File: config.mk
export PLATFORM = sky130hd
export DESIGN_NAME = demux_dispatch_ctrl
export DESIGN_NICKNAME = d
export VERILOG_FILES = /design/src/rtl/demux_dispatch_ctrl.sv
export SDC_FILE = /design/constraint.sdc
export NUM_CORES = 1
export LEC_CHECK = 0
export CAP_MARGIN = 20
export CORE_MARGIN = 2
export CORE_UTILIZATION = 40
export DETAILED_ROUTE_END_ITERATION = 8
export SYNTH_ARGS = -nofsm -noshare
export SYNTH_HDL_FRONTEND = slang
export SYNTH_SLANG_ARGS = --single-unit
File: constraint.sdc
create_clock -name clk -period 3.5 [get_ports clk]
set_clock_uncertainty 0.2 [all_clocks]
set_input_delay 0.35 -clock clk [delete_from_list [all_inputs] [get_ports clk]]
set_output_delay 0.35 -clock clk [all_outputs]
set_load 0.005 [all_outputs]
File: src/rtl/demux_dispatch_ctrl.sv
// rtl/demux_dispatch_ctrl.sv - credit-gated dispatcher feeding the 4-way bus demux
//
// Accepts a valid/ready payload stream, picks a destination channel (explicit
// in_dest or round-robin), and registers the word and select toward the demux.
// Each channel owns a credit counter mirroring free space in its downstream
// buffer; a word is only accepted when its target channel has a credit.
//
// Ports:
//   clk          rising-edge clock
//   rst_n        synchronous active-low reset
//   in_data      payload word
//   in_dest      explicit destination channel (ignored when in_rr=1)
//   in_rr        1 = round-robin destination, 0 = use in_dest
//   in_valid     payload valid
//   in_ready     combinational: target channel has a credit
//   y            registered data to demux
//   sel          registered channel select to demux
//   y_valid      one-cycle pulse per accepted word
//   ch_strobe    one-hot of sel while y_valid=1
//   credit_ret   per-channel credit return, one credit per set bit
//   credit_err   sticky: credit returned to an already-full channel
module demux_dispatch_ctrl #(
    parameter int BUS_WIDTH = 8,
    parameter int CREDITS   = 4,
    parameter int CW        = 4
) (
    input  logic                 clk,
    input  logic                 rst_n,
    input  logic [BUS_WIDTH-1:0] in_data,
    input  logic [1:0]           in_dest,
    input  logic                 in_rr,
    input  logic                 in_valid,
    output logic                 in_ready,
    output logic [BUS_WIDTH-1:0] y,
    output logic [1:0]           sel,
    output logic                 y_valid,
    output logic [3:0]           ch_strobe,
    input  logic [3:0]           credit_ret,
    output logic                 credit_err
);

    localparam logic [CW-1:0] CREDITS_CW = CW'(CREDITS);
    localparam logic [CW-1:0] ONE_CW     = CW'(1);

    typedef enum logic {
        IDLE = 1'b0,
        XFER = 1'b1
    } state_t;

    state_t               state_q, state_d;
    logic [CW-1:0]        credit_q [4];
    logic [CW-1:0]        credit_d [4];
    logic [1:0]           rr_ptr_q, rr_ptr_d;
    logic [BUS_WIDTH-1:0] y_q, y_d;
    logic [1:0]           sel_q, sel_d;
    logic                 err_q, err_d;

    logic [1:0]           target;
    logic                 accept;
    logic [3:0]           take;

    // Target is re-evaluated every cycle so in_rr may flip between words.
    // The round-robin pointer never skips an empty channel: it simply stalls.
    always_comb begin
        target   = in_rr ? rr_ptr_q : in_dest;
        in_ready = rst_n & (credit_q[target] != '0);
        accept   = in_valid & in_ready;
        take     = accept ? (4'b0001 << target) : 4'b0000;
    end

    always_comb begin
        state_d = state_q;
        case (state_q)
            IDLE:    state_d = accept ? XFER : IDLE;
            XFER:    state_d = accept ? XFER : IDLE;
            default: state_d = IDLE;
        endcase
    end

    always_comb begin
        y_d      = y_q;
        sel_d    = sel_q;
        rr_ptr_d = rr_ptr_q;
        err_d    = err_q;

        if (accept) begin
            y_d   = in_data;
            sel_d = target;
            if (in_rr) begin
                rr_ptr_d = rr_ptr_q + 2'd1;
            end
        end

        // A take and a return on the same channel cancel. A lone return to a
        // full channel is a protocol error from downstream; clamp and flag it.
        // Returns only affect credit_q next cycle, so they never bypass into
        // the current in_ready.
        for (int k = 0; k < 4; k++) begin
            credit_d[k] = credit_q[k];
            case ({take[k], credit_ret[k]})
                2'b10: credit_d[k] = credit_q[k] - ONE_CW;
                2'b01: begin
                    if (credit_q[k] == CREDITS_CW) begin
                        err_d = 1'b1;
                    end else begin
                        credit_d[k] = credit_q[k] + ONE_CW;
                    end
                end
                default: credit_d[k] = credit_q[k];
            endcase
        end
    end

    always_ff @(posedge clk) begin
        if (!rst_n) begin
            state_q  <= IDLE;
            rr_ptr_q <= 2'd0;
            y_q      <= '0;
            sel_q    <= 2'd0;
            err_q    <= 1'b0;
            for (int k = 0; k < 4; k++) begin
                credit_q[k] <= CREDITS_CW;
            end
        end else begin
            state_q  <= state_d;
            rr_ptr_q <= rr_ptr_d;
            y_q      <= y_d;
            sel_q    <= sel_d;
            err_q    <= err_d;
            for (int k = 0; k < 4; k++) begin
                credit_q[k] <= credit_d[k];
            end
        end
    end

    assign y          = y_q;
    assign sel        = sel_q;
    assign y_valid    = (state_q == XFER);
    assign ch_strobe  = (state_q == XFER) ? (4'b0001 << sel_q) : 4'b0000;
    assign credit_err = err_q;

endmodule

After elaboration in Yosys (flattened, before gate mapping)
Memories as Yosys holds them, arrays and structs flattened.
Cells that the tools add are included.
Storage, ports and cells
  memory bits (writable): 16
  output and inout port bits: 17
  register bits after elaboration: 14
  logic and storage cells: 63
  input port bits: 18
  memories: 1
Memories
  credit_q: depth 4, bits a word 4, read ports 5, clocked after memory_dff 0, write ports 4, RTL line 51  | logic [CW-1:0] credit_q [4];
Cells by class
  mux-type cells: 26
  shift operators: 2
  eq/ne operators: 12
  bitwise logic cells: 6
  $add $sub $neg: 9
  reductions and logical operators: 2
Operator list (count)
  $mux 4: 10
  $pmux 4 s2: 4
  $add 4x1->4 const B: 4
  $eq 4x3->1 const B: 4
  $sub 4x1->4 const B: 4
  $mux 1: 11
  $eq 2x1->1 const B: 4
  $eq 2x2->1 const B: 4
  $shl 1x2->4 const A: 2
  $or 1x1->1: 4
  $reduce_bool 4->1: 1
  $add 2x1->2 const B: 1
  $and 1x1->1: 2
  $mux 2: 1
  $reduce_and 2->1: 1

Logic depth before layout (Yosys ltp)
An unclocked memory read counts as a cell.
  depth in word-level cells: 14
  depth in mapped cells: 13
  depth with buffers taken out: 12

Worst setup path before layout
No wires, ideal clock.
  path kind: input -> register
  from: input port in_rr
  to: memory credit_q[3][3]
  data arrival time: 2.711 ns
  buffers on the path: 0
  setup slack: 0.517 ns
  library setup time: 0.072 ns
  cell stages on the path: 10
  required time: 3.228 ns
  cell sequence: mux2i_1 -> mux4_2 -> o211ai_4 -> o21a_1 -> inv_1 -> ha_1 -> a21o_1 -> a21oi_1 -> mux2i_1 -> mux2i_1
RTL lines
  from (decl): RTL line 31  | input logic in_rr,
  to (decl): RTL line 51

==> impl_metrics.tcl <==
set metrics [dict create \
    status "complete, no violations" \
    ctsHtreeMaxLevel 2 \
    synthTopCellsByArea "dfxtp_1, nand2_1, mux2i_1, ha_1, fa_1" \
    multi_input_area_um2 1160 \
    vias 1668 \
    antenna_found_initial 0 \
    dr.pass1.iters 4 \
    synth_top_cell_area_share_pct 33.1 \
    drv_slew 0 \
    startpoint_type "input pin" \
    grt_start_max_net_pins 23 \
    clk_pin_slew_ns 0.07 \
    p_leak_nw 1.07 \
    post_cts_resized 0 \
    rows 24 \
    max_freq_mhz 306 \
    clkPwrFrac_pct 24.7 \
    ys_warn_count 0 \
    insertion_delay_ns 0.29 \
    core-area_um2 4350 \
    postRouteAntennaNets 0 \
    critPathRequiredTime_ns 3.47 \
    pre_cts_ws_ns -0.0466 \
    holdCritPathClass "reg2reg" \
    ios 35 \
    place_congestion 0.929 \
    drt_iter0_markers 108 \
    drc 0 \
    diodes 0 \
    setup_viol 0 \
    crit_path_max_fanout 5 \
    finalHoldViolCount 0 \
    final.fill_count 413 \
    die_area_um2 5100 \
    intPower_uw 924 \
    power_density_nw_per_um2 579 \
    routed_via_density 5.43 \
    syn_inst 202 \
    dp_hpwl_mm 3.51 \
    finalCritPeriodShare_pct 93.4 \
    ys_ff_latch 30 \
    dp.cells 299 \
    yosys.cell_types.count 46 \
    cts-root-buf "clkbuf_8" \
    initial_core_util_pct 41.7 \
    cts_tree "built" \
    cp.arrival_ns 3.24 \
    p_sw_share_pct 34.4 \
    numCtsBuffers 5 \
    grt_setup_unrepaired "no" \
    ff_latch_area_um2 601 \
    synth_nets 232 \
    clock-sinks 30 \
    min_period_ns 3.27 \
    max_cap_viol_count 0 \
    p_sw_uw 485 \
    stdcell_count 307 \
    irDropWorstVdd_uv 221 \
    grt_pass1_wl_mm 7.65 \
    post_cts_buffers 0 \
    gr-total-overflow 0 \
    syn-mean-instance-area_um2 8.99 \
    wl_per_cell_um 15.1 \
    end_kind "flip-flop" \
    finalWorstSetupSlack_ns 0.230 \
    yosysTopAreaCell "dfxtp_1" \
    routed_wl_mm 4.65 \
    netlist_area_um2 1820 \
    synth-seq-area-share_pct 33.1 \
    die_h_um 71.4 \
    tightest_slew_ns 0.424 \
    layout.nets 284 \
    grt_pass1_vias 1626 \
    cts_buffer_depth 2 \
    relSlewSlack_pct 71.7 \
    grt.total_usage_pct 19.3 \
    drive_gt1_share_pct 13.3 \
    fp.dieW_um 71.4 \
    area_growth_pct 33.9 \
    path_class "in2reg" \
    pwr-share-seq_pct 36.0 \
    portBuffers 34 \
    pwr-share-comb_pct 39.3 \
    postCtsHoldBufs 0 \
]
-- flip-flops by register name (all words and copies together) (netlist names) --
signal,count
y,8
rr_ptr_q,2
y_valid,1
sel,2
credit_err,1
credit_q,16
-- through the flow --
| stage | util, % | instance area [µm²] | setup TNS, ns | power (mW) | hold slack, ns |
|---|---|---|---|---|---|
| after floorplan | - | 1820 | 0 | 0.869 | 0.249 |
| after global placement | 53.4 | 2320 | 0 | 1.04 | 0.243 |
| after detailed placement | 53.4 | 2320 | -0.0994 | 1.07 | 0.250 |
| after CTS | 55.9 | 2430 | 0 | 1.42 | 0.261 |
| after global routing | 55.9 | 2430 | 0 | 1.50 | 0.280 |
| final | 55.9 | 2430 | 0 | 1.41 | 0.256 |
-- critical path, stage by stage --
cell	delay (ns)
clkdlybuf4s50_1	0.49
mux2i_1	0.28
mux4_2	0.61
o211ai_4	0.27
o21a_4	0.16
inv_1	0.05
ha_1	0.27
a21o_1	0.18
a21o_1	0.18
nor4_1	0.19
a31oi_1	0.09
mux2i_1	0.13
-- metal layers --
metal / vias up / wire [µm] / global-route usage (%)
li1: 836 / - / -
met5: - / 0 / 0
met2: 32 / 2300 / 31.7
met3: 6 / 261 / 4.64
met4: 0 / 78 / 6.92
met1: 794 / 2010 / 24.6
-- worst paths after layout --
| kind | end | slack, ns | from | depth (start not counted) |
|---|---|---|---|---|
| worst max-delay path | credit_q[2][3]$_SDFFE_PN0P_ | 0.23 | in_rr | 12 |
| worst max register to register | credit_q[2][3]$_SDFFE_PN0P_ | 0.44 | rr_ptr_q[0]$_SDFFE_PN0P_ | 11 |
| worst min register to register | y[3]$_SDFFE_PN0N_ | 0.26 | y[3]$_SDFFE_PN0N_ | 2 |
| worst min-delay path | y[3]$_SDFFE_PN0N_ | 0.26 | y[3]$_SDFFE_PN0N_ | 2 |
-- kinds of logic (layout without fill, tap and decap cells) --
kind of cell / after synthesis / count (layout) / share of synthesized area [%]
buf+inv: 13 / 66 / 3.10
compound gates: 38 / 38 / 17.1
simple gates: 89 / 89 / 25.6
flops: 30 / 30 / 33.1
xor+xnor: 7 / 7 / 3.37
mux: 13 / 13 / 7.85
fa+ha+maj: 12 / 12 / 9.92
-- synthesized netlist by cell type, drive strengths merged --
| cell | count |
|---|---|
| mux4 | 1 |
| o32ai | 4 |
| o221ai | 2 |
| and3 | 2 |
| nor3 | 6 |
| or3b | 1 |
| and3b | 2 |
| clkbuf | 6 |
| nand2 | 34 |
| o2111ai | 1 |
| nor2b | 1 |
| ha | 8 |
| a32o | 2 |
| nor4 | 1 |
| xnor2 | 6 |
| a31oi | 2 |
| o211ai | 1 |
| dfxtp | 30 |
| buf | 1 |
| nor3b | 4 |
| o31a | 1 |
| or4 | 3 |
| a32oi | 3 |
| a21o | 7 |
| nor4b | 2 |
| or2 | 2 |
| o21a | 3 |
| inv | 6 |
| or4b | 2 |
| fa | 4 |
| o22a | 1 |
| xor2 | 1 |
| mux2i | 12 |
| nand2b | 5 |
| nand3b | 1 |
| nand3 | 11 |
| o21ai | 3 |
| a21oi | 6 |
| and2 | 3 |
| o211a | 1 |
| a211oi | 1 |
| or3 | 1 |
| nor2 | 8 |
-- final cells by class --
class                           count  area share (%)
Tap cell                           52            2.67
Clock inverter                      3            1.65
Clock buffer                        5            2.83
Sequential cell                    30            24.7
Timing Repair Buffer               52            19.5
Inverter                            6           0.926
Multi-Input combinational cell    159            47.7
-- cell usage in the layout (no fill, tap or decap), types with 3 or more instances in the layout --
cell type and n:
nand2_1 34, nor2_1 8, fa_1 4, o32ai_1 4, nor3b_1 4, inv_1 6
a32oi_1 3, xnor2_1 6, mux2i_1 12, a21oi_1 6, and2_1 3, dfxtp_1 30
buf_4 18, clkbuf_8 5, or4_1 3, ha_1 8, nand2b_1 5, nand3_1 11
a21o_1 7, nor3_1 5, clkdlybuf4s50_1 34, o21ai_0 3
-- power groups by stage --
stage	Combinational, mW	Clock, mW	Sequential [mW]
after floorplan	0.380	0	0.490
final	0.554	0.347	0.507
after global routing	0.608	0.369	0.523
after detailed placement	0.549	0	0.516
after global placement	0.529	0	0.512
after CTS	0.555	0.357	0.508
No activity file was read; power rests on OpenSTA's default activity.
